`config.mk`:
```
export PLATFORM = sky130hd
export DESIGN_NAME = pc_sequencer
export DESIGN_NICKNAME = d
export VERILOG_FILES = /design/src/rtl/pc_sequencer_pkg.sv /design/src/rtl/pc_sequencer_branch_lut.sv /design/src/rtl/pc_sequencer.sv
export SDC_FILE = /design/constraint.sdc
export NUM_CORES = 1
export LEC_CHECK = 0
export CAP_MARGIN = 20
export CORE_UTILIZATION = 35
export CTS_BUF_LIST = sky130_fd_sc_hd__clkbuf_4
export CTS_CLUSTER_DIAMETER = 150
export DETAILED_ROUTE_END_ITERATION = 10
export PLACE_DENSITY_LB_ADDON = 0.08
export SETUP_SLACK_MARGIN = 0.05
export SLEW_MARGIN = 20
export SYNTH_ARGS = -nofsm -noshare
export SYNTH_HDL_FRONTEND = slang
export SYNTH_SLANG_ARGS = --single-unit
```
`constraint.sdc`:
```
create_clock -name clk -period 6 [get_ports clk]
set_clock_uncertainty 0.15 [all_clocks]
set_input_delay 1.2 -clock clk [delete_from_list [all_inputs] [get_ports clk]]
set_output_delay 1.2 -clock clk [all_outputs]
set_load 0.02 [all_outputs]
```
`src/rtl/pc_sequencer_pkg.sv`:
```
// pc_sequencer_pkg: shared FSM state encoding and branch target table (used with PC_LUT_EN)
package pc_sequencer_pkg;
  typedef enum logic [1:0] {
    IDLE = 2'd0,
    RUN  = 2'd1,
    HALT = 2'd2
  } state_e;
  localparam int LUT_IDX_W = 4;
  localparam int LUT_DEPTH = 1 << LUT_IDX_W;
  // Entry i holds (i+1)*16; entries are truncated to PC_W at the point of use.
  localparam logic [15:0] BRANCH_LUT [LUT_DEPTH] = '{
    16'h0010, 16'h0020, 16'h0030, 16'h0040,
    16'h0050, 16'h0060, 16'h0070, 16'h0080,
    16'h0090, 16'h00A0, 16'h00B0, 16'h00C0,
    16'h00D0, 16'h00E0, 16'h00F0, 16'h0100
  };
endpackage

```
`src/rtl/pc_sequencer_branch_lut.sv`:
```
// branch_lut: combinational branch index to target lookup, built only with PC_LUT_EN
`ifdef PC_LUT_EN
module branch_lut
  import pc_sequencer_pkg::*;
#(
  parameter int PC_W = 8
) (
  input  logic [LUT_IDX_W-1:0] idx,
  output logic [PC_W-1:0]      target
);
  // Table entry narrowed to the program-counter width
  always_comb target = PC_W'(BRANCH_LUT[idx]);
endmodule
`endif

```
`src/rtl/pc_sequencer.sv`:
```
// pc_sequencer: instruction fetch PC sequencer with IDLE/RUN/HALT FSM; macro PC_LUT_EN selects LUT branch targets
module pc_sequencer
  import pc_sequencer_pkg::*;
#(
  parameter int              PC_W       = 8,
  parameter logic [PC_W-1:0] START_ADDR = '0
) (
  input  logic                 clk,
  input  logic                 reset,
  input  logic                 start,
  input  logic                 stall,
  input  logic                 halt,
  input  logic                 branch_en,
  input  logic [PC_W-1:0]      branch_target,
  input  logic [LUT_IDX_W-1:0] branch_idx,
  output logic [PC_W-1:0]      addr,
  output logic                 instr_valid,
  output logic                 done,
  output logic [15:0]          fetch_count
);
  localparam logic [1:0] S_IDLE = 2'(IDLE);
  localparam logic [1:0] S_RUN  = 2'(RUN);
  localparam logic [1:0] S_HALT = 2'(HALT);
  logic [1:0]      state, state_n;
  logic [PC_W-1:0] addr_n, target;
  logic            valid_n;
  logic [15:0]     count_n, count_inc;
`ifdef PC_LUT_EN
  branch_lut #(.PC_W(PC_W)) u_lut (.idx(branch_idx), .target(target));
  logic unused_target;
  assign unused_target = ^branch_target;
`else
  assign target = branch_target;
  logic unused_idx;
  assign unused_idx = ^branch_idx;
`endif
  assign count_inc = (fetch_count == 16'hFFFF) ? fetch_count : fetch_count + 16'd1;
  assign done = (state == S_HALT);
  // Next state: start restarts from IDLE/HALT; in RUN halt beats branch beats stall beats increment
  always_comb begin
    state_n = state;
    addr_n  = addr;
    valid_n = instr_valid;
    count_n = fetch_count;
    if (state == S_RUN) begin
      if (halt) begin
        state_n = S_HALT;
        valid_n = 1'b0;
      end else if (branch_en) begin
        addr_n  = target;
        valid_n = 1'b0;
        count_n = count_inc;
      end else if (!stall) begin
        addr_n  = addr + 1'b1;
        valid_n = 1'b1;
        count_n = count_inc;
      end
    end else if (start) begin
      state_n = S_RUN;
      addr_n  = START_ADDR;
      valid_n = 1'b1;
      count_n = 16'd0;
    end else begin
      state_n = (state == S_HALT) ? S_HALT : S_IDLE;
      valid_n = 1'b0;
    end
  end
  // State registers with synchronous active-low reset
  always_ff @(posedge clk) begin
    if (!reset) begin
      state       <= S_IDLE;
      addr        <= START_ADDR;
      instr_valid <= 1'b0;
      fetch_count <= 16'd0;
    end else begin
      state       <= state_n;
      addr        <= addr_n;
      instr_valid <= valid_n;
      fetch_count <= count_n;
    end
  end
endmodule
```
# After elaboration in Yosys (flattened, before gate mapping)
# Index checks and enable logic that the tools add are counted.
[totals]
ff_bits = 27
inputBits = 18
output_inout_bits = 26
[classes]
addsub = 2
eq_ne = 7
n_mux = 20
n_reduce_logical = 2
[op_table]
columns = ["op", "n"]
rows = [
  ["2-to-1 mux 16 bit", 6],
  ["2-to-1 mux 8 bit", 5],
  ["adder 16 x 1 -> 16 bit, second input constant", 1],
  ["equality test 16 bit, second input constant", 1],
  ["adder 8 x 1 -> 8 bit, second input constant", 1],
  ["2-to-1 mux 2 bit", 4],
  ["2-to-1 mux 1 bit", 5],
  ["inequality test 2 bit, second input constant", 2],
  ["inequality test 4 bit, second input constant", 1],
  ["inequality test 3 bit, second input constant", 1],
  ["AND reduction 3 bit", 1],
  ["equality test 2 x 1 -> 1 bit, second input constant", 1],
  ["equality test 2 bit, second input constant", 1],
  ["nonzero test 2 bit", 1],
]

# Logic depth before layout (Yosys ltp)
# Gate-level depths: netlist of run 1.
[depth]
ltp_word = 6
mapped_depth = 7

# Worst setup path before layout of run 1
# Ideal clock, no wire load.
[synth_timing]
path_type = "input port to flip-flop"
start = "input halt"
end = "register fetch_count[10]"
arrival_time_ns = 2.417
setup_slack_ns = 3.362
stages = 5
path_buffers = 0
path_cell_list = "nor3b_2 > nand2_2 > a21o_1 > or4_1 > a21oi_1"
[synth_between]
elab_chain_cells = 2
[synth_lines]
columns = ["item", "line_no", "rtl"]
rows = [
  ["start, declared", "pc_sequencer.sv:12", "input logic halt,"],
  ["inequality test 2 bit (no line)", "n/a", ""],
  ["AND reduction 3 bit (no line)", "n/a", ""],
  ["end signal, assigned", "pc_sequencer.sv:79", "fetch_count <= count_n;"],
  ["end, declared", "pc_sequencer.sv:19", "output logic [15:0] fetch_count"],
]
# No other way between the ends.
# A chain may end at the register's enable or synchronous reset.

# Final worst setup path of run 1
[layout_timing]
start = "input branch_en"
end = "register fetch_count[0]"
[layout_between]
elab_chain_cells = 3
word_cells_on_any_way = 5
cone_classes = "1 x eq/ne; 3 x mux; 1 x reduce/logical"
[layout_lines]
columns = ["item", "line_no", "rtl"]
rows = [
  ["start, declared", "pc_sequencer.sv:13", "input logic branch_en,"],
  ["2-to-1 mux 16 bit", "pc_sequencer.sv:49", "end else if (branch_en) begin"],
  ["2-to-1 mux 16 bit", "pc_sequencer.sv:46", "if (halt) begin"],
  ["2-to-1 mux 16 bit", "pc_sequencer.sv:45", "if (state == S_RUN) begin"],
]
# Several ways; a longest one is shown, not always the timed one. The select of a mux whose other input is x is not followed.

==> qor.csv, run 1 <==
stage,metric,value,unit
outcome,outcome,completed,
cells_and_area,layout.cells.most_common,clkdlybuf4s50_1,
floorplanning,floorplan.core_area,4090,sq um
logic_synthesis,synth_sequential_area_ratio,35.8,%
drt,drc_viols,0,
sta,rsz0062_at_grt,no,
drt,total_routed_wirelength,4120,microns
clock_tree,ctsHoldBuffers,0,
global_route,grt_start_max_net_pins,22,
placed_design,dp_slack,2080,ps
logic_synthesis,ys_ff_latch,27,
cells_and_area,post-route-util,48.2,%
worst_setup_path,arrival,3690,ps
logic_synthesis,async_reset_ff_share,0,%
clock_tree,clk_path_buf_depth,2,
drt,wire_per_inst,14.7,microns
placed_design,hpwlAfterDp,2940,microns
logic_synthesis,ys.warnings.count,0,
drt,drt_iter0_drc,94,
cells_and_area,final_layout_size_suffix_gt1_share,8.70,%
pwr,leakagePower,0.651,nW
logic_synthesis,post_synth_num_cell_types,43,
cells_and_area,multiInputGateArea,923,sq um
sta,clock.fmax,280,MHz
logic_synthesis,syn_nets,214,
sta,min_period,3570,ps
pwr,vdd.ir_drop.worst,83.2,uV
sta,setup_tns,0,ps
placed_design,port_buffers,39,
pwr,netSwitchingFraction,27.0,%
clock_tree,tritoncts.num_buffers,3,
logic_synthesis,syn-instance-count,194,
drt,number_of_vias_per_cell_after_detailed_routing,5.64,
sta,slew_viol_final,0,
logic_synthesis,synth-edff-count,0,
global_route,globalRouteTotalUtil,19.1,%
floorplanning,ios,44,
clock_tree,numClockSinks,27,
drt,vias,1580,
clock_tree,cts_root_buf,clkbuf_4,
drt,firstDrtPassIters,4,
logic_synthesis,synth-main-ff-cell,dfxtp_1,
floorplanning,fp.dieW,67.7,microns
cells_and_area,design_area,1970,sq um
floorplanning,start_util,37.0,%
placed_design,place_inst,276,
clock_tree,post_cts_resize_count,0,
sta,finalHoldViolCount,0,
worst_setup_path,critical_path_class,primary input to flop,
sta,setup_slack,2430,ps
logic_synthesis,post_synth.cell_area_avg,7.79,sq um
min_path,min-delay-path-class,flop to flop,
cells_and_area,seqCellArea,541,sq um
worst_setup_path,critPathLaunchType,primary input,
worst_setup_path,critical_path_capture_point_type,flop,
cells_and_area,synthToLayoutAreaGrowth,30.3,%
clock_tree,clock_transition_at_the_register_clock_pins_on_the_worst_setup_and_hold_paths_after_cts,150,ps
cells_and_area,most-common-layout-cells,"clkdlybuf4s50_1 (39), dfxtp_1 (27), nand2_1 (26), o21ai_0 (19), nor2_1 (17)",
floorplanning,die_h,67.7,microns
cells_and_area,nFillCells,414,
pwr,power.density,162,nW/um^2
placed_design,routabilityCongestion,0.808,
pwr,power.internal,233,uW
cells_and_area,finalNonFillerCells,280,
global_route,wire_length_of_the_first_global_routing_pass,6630,microns
global_route,globalRouteOverflowTotal,0,
clock_tree,cts_tree,yes,
drt,antenna_violating_nets_post_route,0,
worst_setup_path,worstPathMaxFanout,21,
clock_tree,post_cts_buffers,0,
pwr,comb_power_share,15.1,%
placed_design,postPlaceCellArea,1940,sq um
global_route,number_of_global_route_vias_before_repair,1473,
floorplanning,placementRows,23,
pwr,pwr-share-clk,27.2,%
worst_setup_path,crit_required,6120,ps
cells_and_area,fin_nets,251,
pwr,sequentialPowerShare,57.7,%
floorplanning,design.die.area,4590,sq um
sta,whs,366,ps
cells_and_area,n_antenna_cell,0,
pwr,p_total,319,uW
sta,timing.final.crit_share,59.5,%
sta,worst_pin_slew,812,ps
sta,setup_viol,0,
pwr,switching_power,86.3,uW
logic_synthesis,mappedNetlistArea,1510,sq um
run,drv_cap,0,
clock_tree,source_to_sink_clock_delay_at_the_later_pin_of_the_worst_skew_pair,330,ps
clock_tree,htree_levels,1,
global_route,number_of_antenna_violations_at_the_first_check_in_global_routing,0,
sta,max_slew_margin,45.8,%
-- path summary, 6_finish.rpt --
path                                startpoint                            to  slack [ps]  cells past startpoint
setup / recovery                     branch_en   fetch_count[0]$_SDFFE_PN0P_        2430                      6
setup reg to reg   fetch_count[0]$_SDFFE_PN0P_   fetch_count[8]$_SDFFE_PN0P_        3640                      6
hold reg to reg   fetch_count[14]$_SDFFE_PN0P_  fetch_count[14]$_SDFFE_PN0P_         370                      1
hold / removal    fetch_count[14]$_SDFFE_PN0P_  fetch_count[14]$_SDFFE_PN0P_         370                      1
-- state kept, by name (all words and copies together), names as in the netlist --
name and count:
fetch_count 16, addr 8, state 2, instr_valid 1
-- power groups by stage --
stage / registers [mW] / logic [mW] / clock network (mW)
after floorplan: 0.189 / 0.0264 / 0
after global placement: 0.188 / 0.0478 / 0
after detailed placement: 0.188 / 0.0485 / 0
after CTS: 0.184 / 0.0488 / 0.0905
after global routing: 0.185 / 0.0529 / 0.0972
final: 0.184 / 0.0483 / 0.0867
-- worst max-delay path: stages --
cell             delay [ps]
clkdlybuf4s50_1         760
nand2b_1                350
a22oi_1                 650
a31oi_1                 300
mux2_2                  350
nor2_1                   70
-- cell type report --
| type | count | area share [%] |
|---|---|---|
| sequential | 27 | 27.4 |
| inverter | 4 | 0.762 |
| tap | 50 | 3.18 |
| multi-input combinational | 155 | 46.9 |
| timing repair buffer | 40 | 20.2 |
| clock buffer | 4 | 1.52 |
-- metal layers --
metal  up-vias  GRT usage [%]  wire length (microns)
met4         0           4.79                     33
li1        789              -                      -
met3         4           2.03                    189
met1       749           26.4                   2010
met2        38           31.4                   1890
met5         -              0                      0
-- cells by family (layout without fill, tap and decap cells) --
group	after synthesis	after routing	share of synthesized area, %
xor+xnor	1	1	0.580
buf+inv	12	48	3.15
flops	27	27	35.8
mux	2	2	1.41
compound gates	62	62	27.0
fa+ha+maj	2	2	1.66
simple gates	88	88	30.5
-- cells in the mapped netlist (3+ instances only) --
master | n | area [sq um]
inv_1 | 3 | 11.3
nand3_1 | 9 | 45.0
a31oi_1 | 6 | 37.5
nand2_1 | 26 | 97.6
o21a_1 | 5 | 37.5
nor3_1 | 9 | 45.0
and3_1 | 5 | 31.3
and2_1 | 4 | 25.0
o21ai_0 | 19 | 95.1
nor2_1 | 17 | 63.8
dfxtp_1 | 27 | 541
clkbuf_1 | 6 | 22.5
nand2b_1 | 3 | 18.8
a22oi_1 | 3 | 22.5
o221a_2 | 4 | 45.0
a21oi_1 | 13 | 65.1
No activity file was read; power rests on OpenSTA's default activity.
==> run 2, diff against run 1 <==
==> constraint.sdc (replaced) <==
create_clock -name clk -period 3.3 [get_ports clk]
set_clock_uncertainty 0.15 [all_clocks]
set_input_delay 0.66 -clock clk [delete_from_list [all_inputs] [get_ports clk]]
set_output_delay 0.66 -clock clk [all_outputs]
set_load 0.02 [all_outputs]
==> run 2 against run 1 <==
Effect of this change:
- flip-flop and latch count unchanged
- sequential power increased by 82%
- global-route usage increased by 0.070 points
- core utilization increased by 0.73 points
- clock power increased by 80%
- worst setup slack got worse by 1600 ps
- first-iteration DRC count increased by 5.3%
- register-to-register slack got worse by 2700 ps
- critical path depth unchanged
- via count increased by 1.8%
- design area increased by 1.5%
==> qor.csv, run 2 (synthesis gave the netlist of run 1 again) <==
stage,metric,value,unit
global_route,number_of_antenna_violations_at_the_first_check_in_global_routing,0,
floorplanning,design.die.area,4590,sq um
floorplanning,floorplan.core_area,4090,sq um
cells_and_area,layout.cells.most_common,clkdlybuf4s50_1,
placed_design,postPlaceCellArea,1970,sq um
cells_and_area,design_area,2000,sq um
sta,setup_viol,0,
cells_and_area,largest_register_ff_count,16,
placed_design,hpwlAfterDp,2900,microns
pwr,vdd.ir_drop.worst,141,uV
worst_setup_path,timing.critical_path.buf_inv,1,
sta,slew_viol_final,0,
global_route,wire_length_of_the_first_global_routing_pass,6650,microns
global_route,grt_start_max_net_pins,21,
clock_tree,cts_tree,yes,
clock_tree,post_cts_resize_count,0,
floorplanning,placementRows,23,
clock_tree,htree_levels,1,
clock_tree,tritoncts.num_buffers,3,
worst_setup_path,critical_path_class,primary input to flop,
placed_design,dp_slack,503,ps
clock_tree,numClockSinks,27,
sta,clock.fmax,409,MHz
pwr,leakagePower,0.670,nW
drt,antenna_violating_nets_post_route,0,
cells_and_area,most-common-layout-cells,"clkdlybuf4s50_1 (39), dfxtp_1 (27), nand2_1 (26), o21ai_0 (19), nor2_1 (17)",
placed_design,routabilityCongestion,0.848,
clock_tree,source_to_sink_clock_delay_at_the_later_pin_of_the_worst_skew_pair,330,ps
drt,wire_per_inst,14.3,microns
cells_and_area,largestRegisters,"fetch_count: 16 flops, addr: 8 flops, state: 2 flops",
floorplanning,ios,44,
clock_tree,clk_path_buf_depth,2,
cells_and_area,post-route-util,48.9,%
placed_design,port_buffers,39,
run,drv_cap,0,
floorplanning,fp.dieW,67.7,microns
sta,worst_pin_slew,631,ps
sta,setup_slack,856,ps
sta,setup_tns,0,ps
sta,whs,353,ps
global_route,globalRouteOverflowTotal,0,
drt,vias,1609,
floorplanning,start_util,37.0,%
min_path,min-delay-path-class,flop to flop,
cells_and_area,largest-register,fetch_count,
drt,drt_iter0_drc,99,
cells_and_area,final_layout_size_suffix_gt1_share,10.3,%
cells_and_area,nFillCells,391,
global_route,globalRouteTotalUtil,19.2,%
worst_setup_path,critPathLaunchType,primary input,
sta,finalHoldViolCount,0,
floorplanning,die_h,67.7,microns
drt,drc_viols,0,
sta,max_slew_margin,57.7,%
drt,firstDrtPassIters,4,
worst_setup_path,crit_required,3420,ps
worst_setup_path,cp_top_family,simple AND/OR/NAND/NOR gates,
pwr,power.density,292,nW/um^2
clock_tree,clock_transition_at_the_register_clock_pins_on_the_worst_setup_and_hold_paths_after_cts,140,ps
worst_setup_path,crit_path_max_incr_delay,500,ps
worst_setup_path,slowest_library_cell_on_the_worst_path,or4_1,
cells_and_area,fin_nets,255,
clock_tree,cts_root_buf,clkbuf_4,
drt,total_routed_wirelength,4070,microns
worst_setup_path,cell_chain_critical_path,clkdlybuf4s50_1 -> nor3b_2 -> nand2_2 -> a21o_1 -> or4_1 -> a21oi_1,
clock_tree,post_cts_buffers,0,
worst_setup_path,arrival,2560,ps
drt,number_of_vias_per_cell_after_detailed_routing,5.67,
cells_and_area,synthToLayoutAreaGrowth,32.3,%
outcome,outcome,completed,
worst_setup_path,critical_path_capture_point_type,flop,
sta,min_period,2440,ps
global_route,number_of_global_route_vias_before_repair,1425,
sta,timing.final.crit_share,74.1,%
worst_setup_path,worstPathMaxFanout,10,
clock_tree,ctsHoldBuffers,0,
sta,rsz0062_at_grt,no,
cells_and_area,n_antenna_cell,0,
==> run 2: final cells by class <==
class	count	area, sq um	area share [%]
multi-input combinational	155	923	46.2
sequential	27	541	27.0
timing repair buffer	44	428	21.4
tap	50	62.6	3.13
clock buffer	4	30.0	1.50
inverter	4	15.0	0.751
==> run 2: metrics by stage <==
stage	power (mW)	instances
final	0.584	284
after global routing	0.611	284
after CTS	0.592	284
after detailed placement	0.434	280
after global placement	0.433	280
after floorplan	0.392	194
==> run 2: worst paths after layout <==
check / cells after the start / end / from / slack, ps
setup / recovery: 6 / fetch_count[10]$_SDFFE_PN0P_ / halt / 860
hold / removal: 1 / fetch_count[14]$_SDFFE_PN0P_ / fetch_count[14]$_SDFFE_PN0P_ / 350
setup reg to reg: 6 / fetch_count[0]$_SDFFE_PN0P_ / fetch_count[0]$_SDFFE_PN0P_ / 940
hold reg to reg: 1 / fetch_count[14]$_SDFFE_PN0P_ / fetch_count[14]$_SDFFE_PN0P_ / 350
==> run 2: report_power, final <==
| group | internal, mW | total [mW] | switching (mW) | leakage [nW] |
|---|---|---|---|---|
| logic | 0.0409 | 0.0930 | 0.0521 | 0.434 |
| clock network | 0.0556 | 0.156 | 0.100 | 0.0184 |
| registers | 0.330 | 0.335 | 0.00422 | 0.218 |
| total | 0.427 | 0.584 | 0.157 | 0.670 |
==> run 2: layer usage <==
| metal | share of wire [%] | global-route usage, % |
|---|---|---|
| met3 | 3.0 | 2.03 |
| met2 | 45 | 30.9 |
| met1 | 51 | 26.7 |
| met4 | 1.1 | 5.59 |
| met5 | 0 | 0 |
